==> config.mk <==
export PLATFORM = sky130hd
export DESIGN_NAME = pc_target_unit_flat
export DESIGN_NICKNAME = d
export VERILOG_FILES = /design/src/rtl/pc_target_unit_pkg.sv /design/src/rtl/pc_target_unit_if.sv /design/src/rtl/pc_target_unit_pc_adder.sv /design/src/rtl/pc_target_unit.sv /design/src/flat_wrapper.sv
export SDC_FILE = /design/constraint.sdc
export NUM_CORES = 1
export LEC_CHECK = 0
export BUFFER_PORTS_ARGS = -buffer_cell sky130_fd_sc_hd__buf_4
export CAP_MARGIN = 20
export CORE_UTILIZATION = 40
export DETAILED_ROUTE_END_ITERATION = 16
export PLACE_DENSITY = 0.66
export SLEW_MARGIN = 5
export SYNTH_ARGS = -nofsm -noshare
export SYNTH_HDL_FRONTEND = slang
export SYNTH_SLANG_ARGS = --single-unit
export TNS_END_PERCENT = 30
==> constraint.sdc <==
create_clock -name clk -period 3.05 [get_ports clk]
set_clock_uncertainty 0.1 [all_clocks]
set_input_delay 0.1525 -clock clk [delete_from_list [all_inputs] [get_ports clk]]
set_output_delay 0.1525 -clock clk [all_outputs]
set_load 0.1 [all_outputs]
==> src/rtl/pc_target_unit_pkg.sv <==
// Shared encodings for the next-PC unit: PC source select, FSM states and trap causes.
package pc_target_unit_pkg;

    typedef enum logic [1:0] {
        PCSRC_SEQ  = 2'b00,
        PCSRC_BR   = 2'b01,
        PCSRC_JALR = 2'b10,
        PCSRC_RSV  = 2'b11
    } pcsrc_e;

    typedef enum logic {
        ST_NORMAL = 1'b0,
        ST_TRAP   = 1'b1
    } state_e;

    localparam logic CAUSE_BR   = 1'b0;
    localparam logic CAUSE_JALR = 1'b1;

    // Only control-flow targets are alignment-checked; the reserved encoding never traps.
    function automatic logic src_can_trap(input pcsrc_e src);
        return (src == PCSRC_BR) || (src == PCSRC_JALR);
    endfunction

endpackage

==> src/rtl/pc_target_unit_if.sv <==
// Bundle between the control/immediate side (master) and the next-PC unit (slave).
interface pc_target_unit_if #(
    parameter int XLEN  = 32,
    parameter int CNT_W = 64
);
    logic             Stall;
    logic [1:0]       PCSrc;
    logic [XLEN-1:0]  ImmExt;
    logic [XLEN-1:0]  RS1;
    logic [XLEN-1:0]  PC;
    logic [XLEN-1:0]  PCPlusStep;
    logic [XLEN-1:0]  PCTarget;
    logic             TrapValid;
    logic [XLEN-1:0]  TrapAddr;
    logic             TrapCause;
    logic [CNT_W-1:0] RetireCount;

    modport master (
        output Stall, PCSrc, ImmExt, RS1,
        input  PC, PCPlusStep, PCTarget, TrapValid, TrapAddr, TrapCause, RetireCount
    );

    modport slave (
        input  Stall, PCSrc, ImmExt, RS1,
        output PC, PCPlusStep, PCTarget, TrapValid, TrapAddr, TrapCause, RetireCount
    );
endinterface

==> src/rtl/pc_target_unit_pc_adder.sv <==
// Plain XLEN-bit adder; carry-out is dropped so sums wrap modulo 2^XLEN.
module pc_adder #(
    parameter int XLEN = 32
) (
    input  logic [XLEN-1:0] a,
    input  logic [XLEN-1:0] b,
    output logic [XLEN-1:0] sum
);
    assign sum = a + b;
endmodule

==> src/rtl/pc_target_unit.sv <==
// Architectural PC register with sequential/branch/JALR target selection,
// misaligned-target trap redirection and a retired-instruction counter.
module pc_target_unit
    import pc_target_unit_pkg::*;
#(
    parameter int              XLEN         = 32,
    parameter logic [XLEN-1:0] RESET_VECTOR = '0,
    parameter logic [XLEN-1:0] TRAP_VECTOR  = XLEN'(32'h0000_0100),
    parameter int              INSTR_BYTES  = 4,
    parameter int              ALIGN_BITS   = 2,
    parameter int              CNT_W        = 64
) (
    input  logic            clk,
    input  logic            reset,
    pc_target_unit_if.slave bus
);

    localparam int N_ADD    = 3;
    localparam int ADD_STEP = 0;
    localparam int ADD_BR   = 1;
    localparam int ADD_JALR = 2;

    localparam logic [XLEN-1:0] ALIGN_MASK = XLEN'((64'd1 << ALIGN_BITS) - 64'd1);

    state_e           state_reg, state_next;
    logic [XLEN-1:0]  pc_reg, pc_next;
    logic [XLEN-1:0]  trap_addr_reg, trap_addr_next;
    logic             trap_cause_reg, trap_cause_next;
    logic [CNT_W-1:0] retire_reg, retire_next;

    logic [XLEN-1:0]  add_a   [N_ADD];
    logic [XLEN-1:0]  add_b   [N_ADD];
    logic [XLEN-1:0]  add_sum [N_ADD];

    logic [XLEN-1:0]  pc_plus_step;
    logic [XLEN-1:0]  pc_target;
    logic [XLEN-1:0]  jalr_target;
    logic [XLEN-1:0]  sel_target;
    pcsrc_e           src;
    logic             misaligned;

    assign add_a[ADD_STEP] = pc_reg;
    assign add_b[ADD_STEP] = XLEN'(INSTR_BYTES);
    assign add_a[ADD_BR]   = pc_reg;
    assign add_b[ADD_BR]   = bus.ImmExt;
    assign add_a[ADD_JALR] = bus.RS1;
    assign add_b[ADD_JALR] = bus.ImmExt;

    genvar gi;
    generate
        for (gi = 0; gi < N_ADD; gi++) begin : g_add
            pc_adder #(.XLEN(XLEN)) u_add (
                .a   (add_a[gi]),
                .b   (add_b[gi]),
                .sum (add_sum[gi])
            );
        end
    endgenerate

    assign pc_plus_step = add_sum[ADD_STEP];
    assign pc_target    = add_sum[ADD_BR];
    assign jalr_target  = {add_sum[ADD_JALR][XLEN-1:1], 1'b0};
    assign src          = pcsrc_e'(bus.PCSrc);

    always_comb begin
        sel_target = pc_plus_step;
        case (src)
            PCSRC_BR:   sel_target = pc_target;
            PCSRC_JALR: sel_target = jalr_target;
            default:    sel_target = pc_plus_step;
        endcase
        misaligned = src_can_trap(src) && ((sel_target & ALIGN_MASK) != '0);
    end

    // TRAP only flags the pulse; inputs seen during it are processed like NORMAL,
    // so a stall or a fresh misaligned target there behaves as it would anywhere.
    always_comb begin
        state_next      = ST_NORMAL;
        pc_next         = pc_reg;
        trap_addr_next  = trap_addr_reg;
        trap_cause_next = trap_cause_reg;
        retire_next     = retire_reg;
        if (!bus.Stall) begin
            if (misaligned) begin
                state_next      = ST_TRAP;
                pc_next         = TRAP_VECTOR;
                trap_addr_next  = sel_target;
                trap_cause_next = (src == PCSRC_JALR) ? CAUSE_JALR : CAUSE_BR;
            end else begin
                pc_next     = sel_target;
                retire_next = retire_reg + CNT_W'(1);
            end
        end
    end

    always_ff @(posedge clk) begin
        if (reset) begin
            state_reg      <= ST_NORMAL;
            pc_reg         <= RESET_VECTOR;
            trap_addr_reg  <= '0;
            trap_cause_reg <= CAUSE_BR;
            retire_reg     <= '0;
        end else begin
            state_reg      <= state_next;
            pc_reg         <= pc_next;
            trap_addr_reg  <= trap_addr_next;
            trap_cause_reg <= trap_cause_next;
            retire_reg     <= retire_next;
        end
    end

    assign bus.PC          = pc_reg;
    assign bus.PCPlusStep  = pc_plus_step;
    assign bus.PCTarget    = pc_target;
    assign bus.TrapValid   = (state_reg == ST_TRAP);
    assign bus.TrapAddr    = trap_addr_reg;
    assign bus.TrapCause   = trap_cause_reg;
    assign bus.RetireCount = retire_reg;

endmodule
==> src/flat_wrapper.sv <==
// flat-port wrapper written by rule: the top's interface ports become plain ports
module pc_target_unit_flat import pc_target_unit_pkg::*;
#(
    parameter int              XLEN         = 32,
    parameter logic [XLEN-1:0] RESET_VECTOR = '0,
    parameter logic [XLEN-1:0] TRAP_VECTOR  = XLEN'(32'h0000_0100),
    parameter int              INSTR_BYTES  = 4,
    parameter int              ALIGN_BITS   = 2,
    parameter int              CNT_W        = 64
)
  (clk, reset, bus_Stall, bus_PCSrc, bus_ImmExt, bus_RS1, bus_PC, bus_PCPlusStep, bus_PCTarget, bus_TrapValid, bus_TrapAddr, bus_TrapCause, bus_RetireCount);
  pc_target_unit_if #(.XLEN(XLEN), .CNT_W(CNT_W)) bus_i ();
  input  logic clk;
  input  logic reset;
  input wire logic [$bits(bus_i.Stall)-1:0] bus_Stall;
  input wire logic [$bits(bus_i.PCSrc)-1:0] bus_PCSrc;
  input wire logic [$bits(bus_i.ImmExt)-1:0] bus_ImmExt;
  input wire logic [$bits(bus_i.RS1)-1:0] bus_RS1;
  output wire logic [$bits(bus_i.PC)-1:0] bus_PC;
  output wire logic [$bits(bus_i.PCPlusStep)-1:0] bus_PCPlusStep;
  output wire logic [$bits(bus_i.PCTarget)-1:0] bus_PCTarget;
  output wire logic [$bits(bus_i.TrapValid)-1:0] bus_TrapValid;
  output wire logic [$bits(bus_i.TrapAddr)-1:0] bus_TrapAddr;
  output wire logic [$bits(bus_i.TrapCause)-1:0] bus_TrapCause;
  output wire logic [$bits(bus_i.RetireCount)-1:0] bus_RetireCount;
  assign bus_i.Stall = bus_Stall;
  assign bus_i.PCSrc = bus_PCSrc;
  assign bus_i.ImmExt = bus_ImmExt;
  assign bus_i.RS1 = bus_RS1;
  assign bus_PC = bus_i.PC;
  assign bus_PCPlusStep = bus_i.PCPlusStep;
  assign bus_PCTarget = bus_i.PCTarget;
  assign bus_TrapValid = bus_i.TrapValid;
  assign bus_TrapAddr = bus_i.TrapAddr;
  assign bus_TrapCause = bus_i.TrapCause;
  assign bus_RetireCount = bus_i.RetireCount;
  pc_target_unit #(.XLEN(XLEN), .RESET_VECTOR(RESET_VECTOR), .TRAP_VECTOR(TRAP_VECTOR), .INSTR_BYTES(INSTR_BYTES), .ALIGN_BITS(ALIGN_BITS), .CNT_W(CNT_W)) u_core (.clk(clk), .reset(reset), .bus(bus_i));
endmodule
# Word level (Yosys, flattened, before mapping)
# Index checks and enable logic that the tools add are counted.
# classes
addsub	4
bitwise_logic	2
n_eq_ne	2
mux	4
n_reduce_logical	6
# op_table
op	n
32-bit adder	2
64-bit by 1-bit adder with 64-bit output (second input constant)	1
32-bit one-hot mux with 2 select lines	1
32-bit by 3-bit adder with 32-bit output (second input constant)	1
32-bit two-way mux	1
32-bit nonzero test	1
2-bit AND reduction	2
2-bit by 1-bit equality test with 1-bit output (second input constant)	1
2-bit equality test (second input constant)	1
1-bit two-way mux	2
1-bit NOT	2
2-bit OR reduction	1
1-bit logical AND	1
1-bit logical OR	1
# totals
input_bits	69
elab_cells	23
register_bits	130
out_inout_bits	194

# Depth between registers and ports, before layout
# Gate-level depths: netlist of run 1.
# depth
word_depth	6
ltp_mapped	14

# Cells and area by module
# Synthesis of run 1 repeated with hierarchy kept, for this count alone.
# hier_totals
hier_cells	1509
hier_area_um2	11539.8
# by_module_without_submodules
mod	instances	area_each_um2	cells_per_inst
pc_target_unit	1	6005.8	752
pc_adder at u_core.g_add[1].u_add ...	2	1744.2	241
pc_adder at u_core.g_add[0].u_add	1	2045.7	275

# Worst setup path before layout of run 1
# Ideal clock, no wire load.
# synth_path
path_kind	register -> register
from	register u_core.pc_reg[10], in the netlist u_core.bus.PC[10]
to	register u_core.trap_addr_reg[25], in the netlist u_core.bus.TrapAddr[25]
required_ns	2.864
arrival_time_ns	4.791
stages_incl_launch_ff	11
setup_ns	0.086
setup_slack_ns	-1.927
cell_sequence	dfxtp_1 ha_1 nand2_1 a2111oi_1 and3_1 o21ai_0 o211ai_1 a41oi_1 xnor2_1 a22oi_1 a211oi_1
# synth_via
elab_chain_len	2
word_cells_on_any_way	3
cone_classes	add/sub: 2; mux: 1
# synth_lines
element	line	text
start: declaration	pc_target_unit.sv:26	logic [XLEN-1:0] pc_reg, pc_next;
start signal: assignment	pc_target_unit.sv:105	pc_reg <= pc_next;
32-bit adder	pc_target_unit_pc_adder.sv:9	assign sum = a + b;
net bus_PCTarget[25]	flat_wrapper.sv:21	output wire logic [$bits(bus_i.PCTarget)-1:0] bus_PCTarget;
32-bit one-hot mux with 2 select lines	pc_target_unit.sv:67	case (src)
end signal: assignment	pc_target_unit.sv:106	trap_addr_reg <= trap_addr_next;
end: declaration	pc_target_unit.sv:27	logic [XLEN-1:0] trap_addr_reg, trap_addr_next;
# The timed path passes the listed nets, and every way through them passes these cells.
# A chain may end at the register's enable or synchronous reset.

# Worst setup path after layout of run 1
# layout_path
from	register u_core.pc_reg[11], in the netlist u_core.bus.PC[11]
to	output port bus_PCTarget[28]
# layout_via
elab_chain_len	1
# layout_lines
element	line
32-bit adder	pc_target_unit_pc_adder.sv:9
end: declaration	flat_wrapper.sv:21
# Every way passes these cells.

==> results of run 1 <==
## cells by family after synthesis
group / count (synthesis)
buffers and inverters: 105
XOR/XNOR: 130
multiplexers: 13
AND/OR/NAND/NOR: 486
adder cells (fa/ha/maj): 67
flip-flops: 130
AO/OA/AOI/OAI: 339
## cells in the final DEF (no fill, tap or decap), drive strengths merged, types with 16 or more instances in the layout
| master | count |
|---|---|
| o21ai | 68 |
| nand2 | 128 |
| ha | 65 |
| buf | 406 |
| a211oi | 23 |
| a21o | 36 |
| and2 | 16 |
| a21oi | 86 |
| xor2 | 63 |
| nand4 | 26 |
| nor3 | 27 |
| nand3 | 45 |
| nor2 | 149 |
| clkbuf | 18 |
| xnor2 | 67 |
| or3 | 18 |
| inv | 46 |
| and3 | 26 |
| dfxtp | 130 |
## flip-flops by register name (all words and copies together), names as in the netlist
register and flops:
u_core.bus.TrapValid 1, u_core.bus.RetireCount 64, u_core.bus.TrapAddr 32, u_core.bus.TrapCause 1, u_core.bus.PC 32
## worst paths after layout
kind                           from                         end  slack [ns]  cells after the start
max               u_core.bus.PC[11]            bus_PCTarget[28]       -0.24                     10
min                           reset  u_core.bus.RetireCount[21]        0.04                      2
max reg2reg        u_core.bus.PC[0]           u_core.bus.PC[30]        0.01                     13
min reg2reg  u_core.bus.TrapAddr[4]      u_core.bus.TrapAddr[4]        0.36                      2
## stage by stage
step | hold slack, ns | setup slack, ns
floorplan | 0.263 | -0.652
global placement | 0.345 | -0.136
detailed placement | 0.351 | -0.162
CTS | 0.0348 | -0.306
global route | 0.0464 | -0.351
finish | 0.0444 | -0.242
## layer usage
layer | track usage [%] | vias up
met4 | 5.82 | 0
li1 | - | 5322
met1 | 41.6 | 5234
met2 | 47.8 | 415
met3 | 4.41 | 34
met5 | 0 | -
## power breakdown
part / switching, W / total [W] / leakage (nW) / internal (W)
clock: 0.000827 / 0.00210 / 0.292 / 0.00128
sequential: 0.0000717 / 0.00182 / 1.07 / 0.00175
combinational: 0.00229 / 0.00342 / 5.27 / 0.00113
## final cells by class
type,count,area (um2),share of cell area [%]
flip-flops and latches,130,2700,17.7
well taps,319,399,2.62
repair buffers,406,3320,21.8
multi-input cells,1035,8040,52.8
clock inverters,14,164,1.08
inverters,40,150,0.987
clock buffers,18,450,2.96
## what timing repair did
action | 4_1_cts | 5_1_grt
resized for setup | 73 | 70
setup buffers | 23 | 11
setup endpoints to repair | 25 | 52
pin swaps | 29 | 28
endpoints found under the hold margin | 0 | 0
==> impl_metrics.tcl, run 1 <==
set metrics [dict create \
    status "complete, but fails checks" \
    violations "setup timing" \
    postRouteAntennaNets 0 \
    critPathKind "reg2out" \
    synth_top_area_share_pct 26.6 \
    post_drt_wl_per_cell_um 19.2 \
    placed_cell_area_um2 13700 \
    vdd_drop_max_mv 0.363 \
    async_flop_share_pct 0 \
    start_kind "flip-flop" \
    fin_nets 1766 \
    synthCells 1270 \
    hold_class "in2reg" \
    clk_latency_ns 0.41 \
    crit_arrival_ns 3.04 \
    synthXorXnorAreaFrac_pct 11.7 \
    cts.reportedPaths.clkPinSlew_ns 0.06 \
    dieArea_um2 25000 \
    yosysMostFrequentCell "nor2_1" \
    synth_area_leaders "dfxtp_1, ha_1, xnor2_1" \
    drive_gt1_share_pct 37.6 \
    die_h_um 158 \
    wl_mm 37.7 \
    layout_min_cycle_time_ns 3.29 \
    postCtsHoldBufs 0 \
    syn_area_um2 9770 \
    ys_ff_latch 130 \
    synth_ff_type "dfxtp_1" \
    start_util_pct 41.2 \
    finalNonFillerCells 1962 \
    synth_compound_area_share_pct 22.9 \
    synthAdderAreaFrac_pct 8.74 \
    htreeDepth 4 \
    grt_overflow 0 \
    stdcell_area_um2 15200 \
    hold_viol 0 \
    worstPathBufferInverterCount 3 \
    dr_wl_met2_mm 17.2 \
    firstDrtPassIters 5 \
    cp_cell_sequence "ha_4 -> a211oi_1 -> nor3_2 -> o21ai_2 -> o221ai_4 -> or4_4 -> nand4_1 -> buf_4 -> inv_1 -> buf_6" \
    cellLeakagePower_nw 6.63 \
    dieWidth_um 158 \
    n_antenna_cell 0 \
    slowest_stage "a211oi_1" \
    cts_tree "built" \
    cts_sinks 130 \
    synth-edff-count 0 \
    grt_pass1_vias 10300 \
    synth_top_cell_by_area "dfxtp_1" \
    drt_iter0_markers 889 \
    cts_made_buffers 17 \
    ys_seq_area_share_pct 26.6 \
    p_per_area_nw_per_um2 482 \
    rsz0062_at_grt "true" \
    cp_slowest_stage_delay_ns 0.49 \
    critPathMaxFanout 6 \
    synth_top_family_by_area "simple AND/OR/NAND/NOR gates" \
    synth_simple_gate_area_share_pct 24.2 \
    wl_met3_mm 2.77 \
    setup_viol 10 \
    dp_hpwl_mm 29.5 \
    drv_slew 0 \
    grt_pass1_wl_mm 57.1 \
    yosys-top-cells-count "nor2_1, dfxtp_1, nand2_1" \
    rows 56 \
    synth_mux_area_share_pct 1.35 \
    root_buffer "clkbuf_16" \
    route.layer.met1.wl_mm 17.2 \
    end_kind "output pin" \
    route.vias.total 11000 \
    port_buffers 262 \
    viasPerCell 5.61 \
    setup_slack_ns -0.242 \
    grt_max_degree 45 \
    yosysWarnings 0 \
    timing.fmax_mhz 304 \
    max_slew_margin_pct 37.5 \
    io_pins 263 \
    dpl.cell_count 1900 \
    cap_violations 0 \
    drc 0 \
    gr-usage-all-layers_pct 29.6 \
    core_um2 23700 \
    crit_family "compound AO/OA/AOI/OAI gates" \
    top_layer "met4" \
    gp_congestion 0.935 \
    syn2layout_area_growth_pct 55.8 \
    cp.required_ns 2.80 \
    clockBufferDepth 2 \
    fillers 2059 \
    worstMarginPinSlew_ns 0.934 \
    finalSetupTns_ns -0.916 \
    synth_cell_types 75 \
    syn_nets 1406 \
    antenna_found_initial 0 \
    syn_avg_cell_area_um2 7.69 \
    utilization_pct 64.2 \
    finalCritPeriodShare_pct 108 \
    p_total_w 0.00734 \
]
(Power assumes the default switching activity.)
==> run 2, diff against run 1 <==
--- a/config.mk
+++ b/config.mk
@@ -7,8 +7,10 @@
 export LEC_CHECK = 0
 export BUFFER_PORTS_ARGS = -buffer_cell sky130_fd_sc_hd__buf_4
 export CAP_MARGIN = 20
+export CORE_ASPECT_RATIO = 0.7
 export CORE_UTILIZATION = 40
 export DETAILED_ROUTE_END_ITERATION = 16
+export GPL_ROUTABILITY_DRIVEN = 0
 export PLACE_DENSITY = 0.66
 export SLEW_MARGIN = 5
 export SYNTH_ARGS = -nofsm -noshare
==> impl_metrics.tcl, run 2 (synthesis gave the netlist of run 1 again) <==
set metrics [dict create \
    p_total_w 0.00731 \
    cts_made_buffers 17 \
    port_buffers 262 \
    seqCellArea_um2 2700 \
    stdcell_area_um2 15000 \
    final_common_cell "buf_4" \
    cts.reportedPaths.clkPinSlew_ns 0.06 \
    clk_latency_ns 0.42 \
    cap_violations 0 \
    wl_mm 37.3 \
    grt_pass1_vias 9958 \
    cts_sinks 130 \
    cp.required_ns 2.80 \
    postCtsHoldBufs 0 \
    hold_viol 0 \
    antenna_found_initial 0 \
    drv_slew 0 \
    rows 47 \
    drive_gt1_share_pct 36.4 \
    r2r_end "u_core.bus.TrapAddr[29]" \
    grt_max_degree 66 \
    fin_nets 1751 \
    final_cell_mix "buf_4, nor2_1, nand2_1, dfxtp_1, a21oi_1" \
    placed_cell_area_um2 13700 \
    firstDrtPassIters 5 \
    viasPerCell 5.66 \
    multi_input_area_um2 7960 \
    end_kind "output pin" \
    status "complete, but fails checks" \
    dieWidth_um 189 \
    largest_register_ffs 64 \
    reg2reg_depth 13 \
    p_per_area_nw_per_um2 488 \
    crit_start "u_core.bus.PC[12]" \
    dieArea_um2 25100 \
    io_pins 263 \
    cts_tree "built" \
    hold_class "in2reg" \
    cellLeakagePower_nw 6.56 \
    layout_min_cycle_time_ns 3.25 \
    start_kind "flip-flop" \
    grt_pass1_wl_mm 56.5 \
    die_h_um 133 \
    vdd_drop_max_mv 0.473 \
    route.vias.total 11000 \
    top_layer "met4" \
    start_util_pct 41.0 \
    dp_hpwl_mm 28.9 \
    dr_wl_met2_mm 16.0 \
    post_drt_wl_per_cell_um 19.1 \
    worstHoldStart "bus_Stall" \
    fillers 2061 \
    rsz0062_at_grt "true" \
    grt_overflow 0 \
    critPathMaxFanout 4 \
    setup_slack_ns -0.201 \
    postRouteAntennaNets 0 \
    utilization_pct 62.9 \
    setup_viol 14 \
    pre_cts_ws_ns -0.131 \
    core_um2 23800 \
    violations "setup timing" \
    ff2ff_setup_slack_ns -0.07 \
    hold_path_depth 2 \
    clockBufferDepth 2 \
    crit-reg2reg-launch "u_core.bus.PC[12]" \
    worstMarginPinSlew_ns 0.932 \
    drc 0 \
    route.layer.met1.wl_mm 17.2 \
    n_antenna_cell 0 \
    htreeDepth 4 \
    root_buffer "clkbuf_16" \
    syn2layout_area_growth_pct 53.5 \
    wl_met3_mm 3.25 \
    gr-usage-all-layers_pct 28.9 \
    endpoint "bus_PCTarget[25]" \
    drt_iter0_markers 825 \
    critPathKind "reg2out" \
    timing.fmax_mhz 308 \
    crit_arrival_ns 3.00 \
    max_slew_margin_pct 37.6 \
    finalCritPeriodShare_pct 107 \
]
==> run 2: area by class of cell <==
type                    instances  area share (%)
multi-input cells            1035            53.1
repair buffers                391            21.1
flip-flops and latches        130            18.0
clock buffers                  25            3.59
well taps                     318            2.65
inverters                      40            1.00
clock inverters                 7           0.609
==> run 2: how the worst min path moves through the flow <==
stage,to,slack (ns)
6_report,u_core.bus.PC[26],0.12
5_1_grt,u_core.bus.PC[26],0.13
4_1_cts,u_core.bus.PC[26],0.10
3_5_place_dp,u_core.bus.TrapAddr[17],0.35
3_3_place_gp,u_core.bus.TrapAddr[17],0.35
2_1_floorplan,u_core.bus.PC[25],0.26
==> run 2: power by group <==
part / switching, W / leakage, nW / internal [W]
logic: 0.00226 / 5.18 / 0.00108
clock network: 0.000774 / 0.306 / 0.00139
registers: 0.0000639 / 1.07 / 0.00175
total: 0.00310 / 6.56 / 0.00421
==> run 2: through the flow <==
stage | hold slack [ns] | TNS (ns) | std cells
2_1_floorplan | 0.263 | -13.90 | 1270
3_3_place_gp | 0.348 | -0.174 | 1891
3_5_place_dp | 0.351 | -0.540 | 1891
4_1_cts | 0.103 | -0.973 | 1934
5_1_grt | 0.133 | -2.84 | 1946
6_report | 0.115 | -1.39 | 1946
==> run 2: routing by layer <==
| metal | vias to the layer above | track usage (%) |
|---|---|---|
| li1 | 5295 | - |
| met1 | 5141 | 42.8 |
| met2 | 521 | 42.0 |
| met3 | 54 | 5.23 |
| met4 | 0 | 8.74 |
| met5 | - | 0 |
==> run 2: repair_timing <==
action	4_1_cts	5_1_grt
pin swaps	21	37
endpoints found under the setup margin	25	55
gates resized for setup	59	59
buffers inserted	12	12
==> run 2: worst max-delay path: stages, from the launching register on <==
cell      delay, ns
dfxtp_4        0.35
ha_4           0.27
a21o_1         0.18
a31oi_4        0.12
o311ai_4       0.26
inv_2          0.07
o211ai_1       0.51
buf_4          0.24
a41oi_4        0.13
xnor2_4        0.25
buf_12         0.20
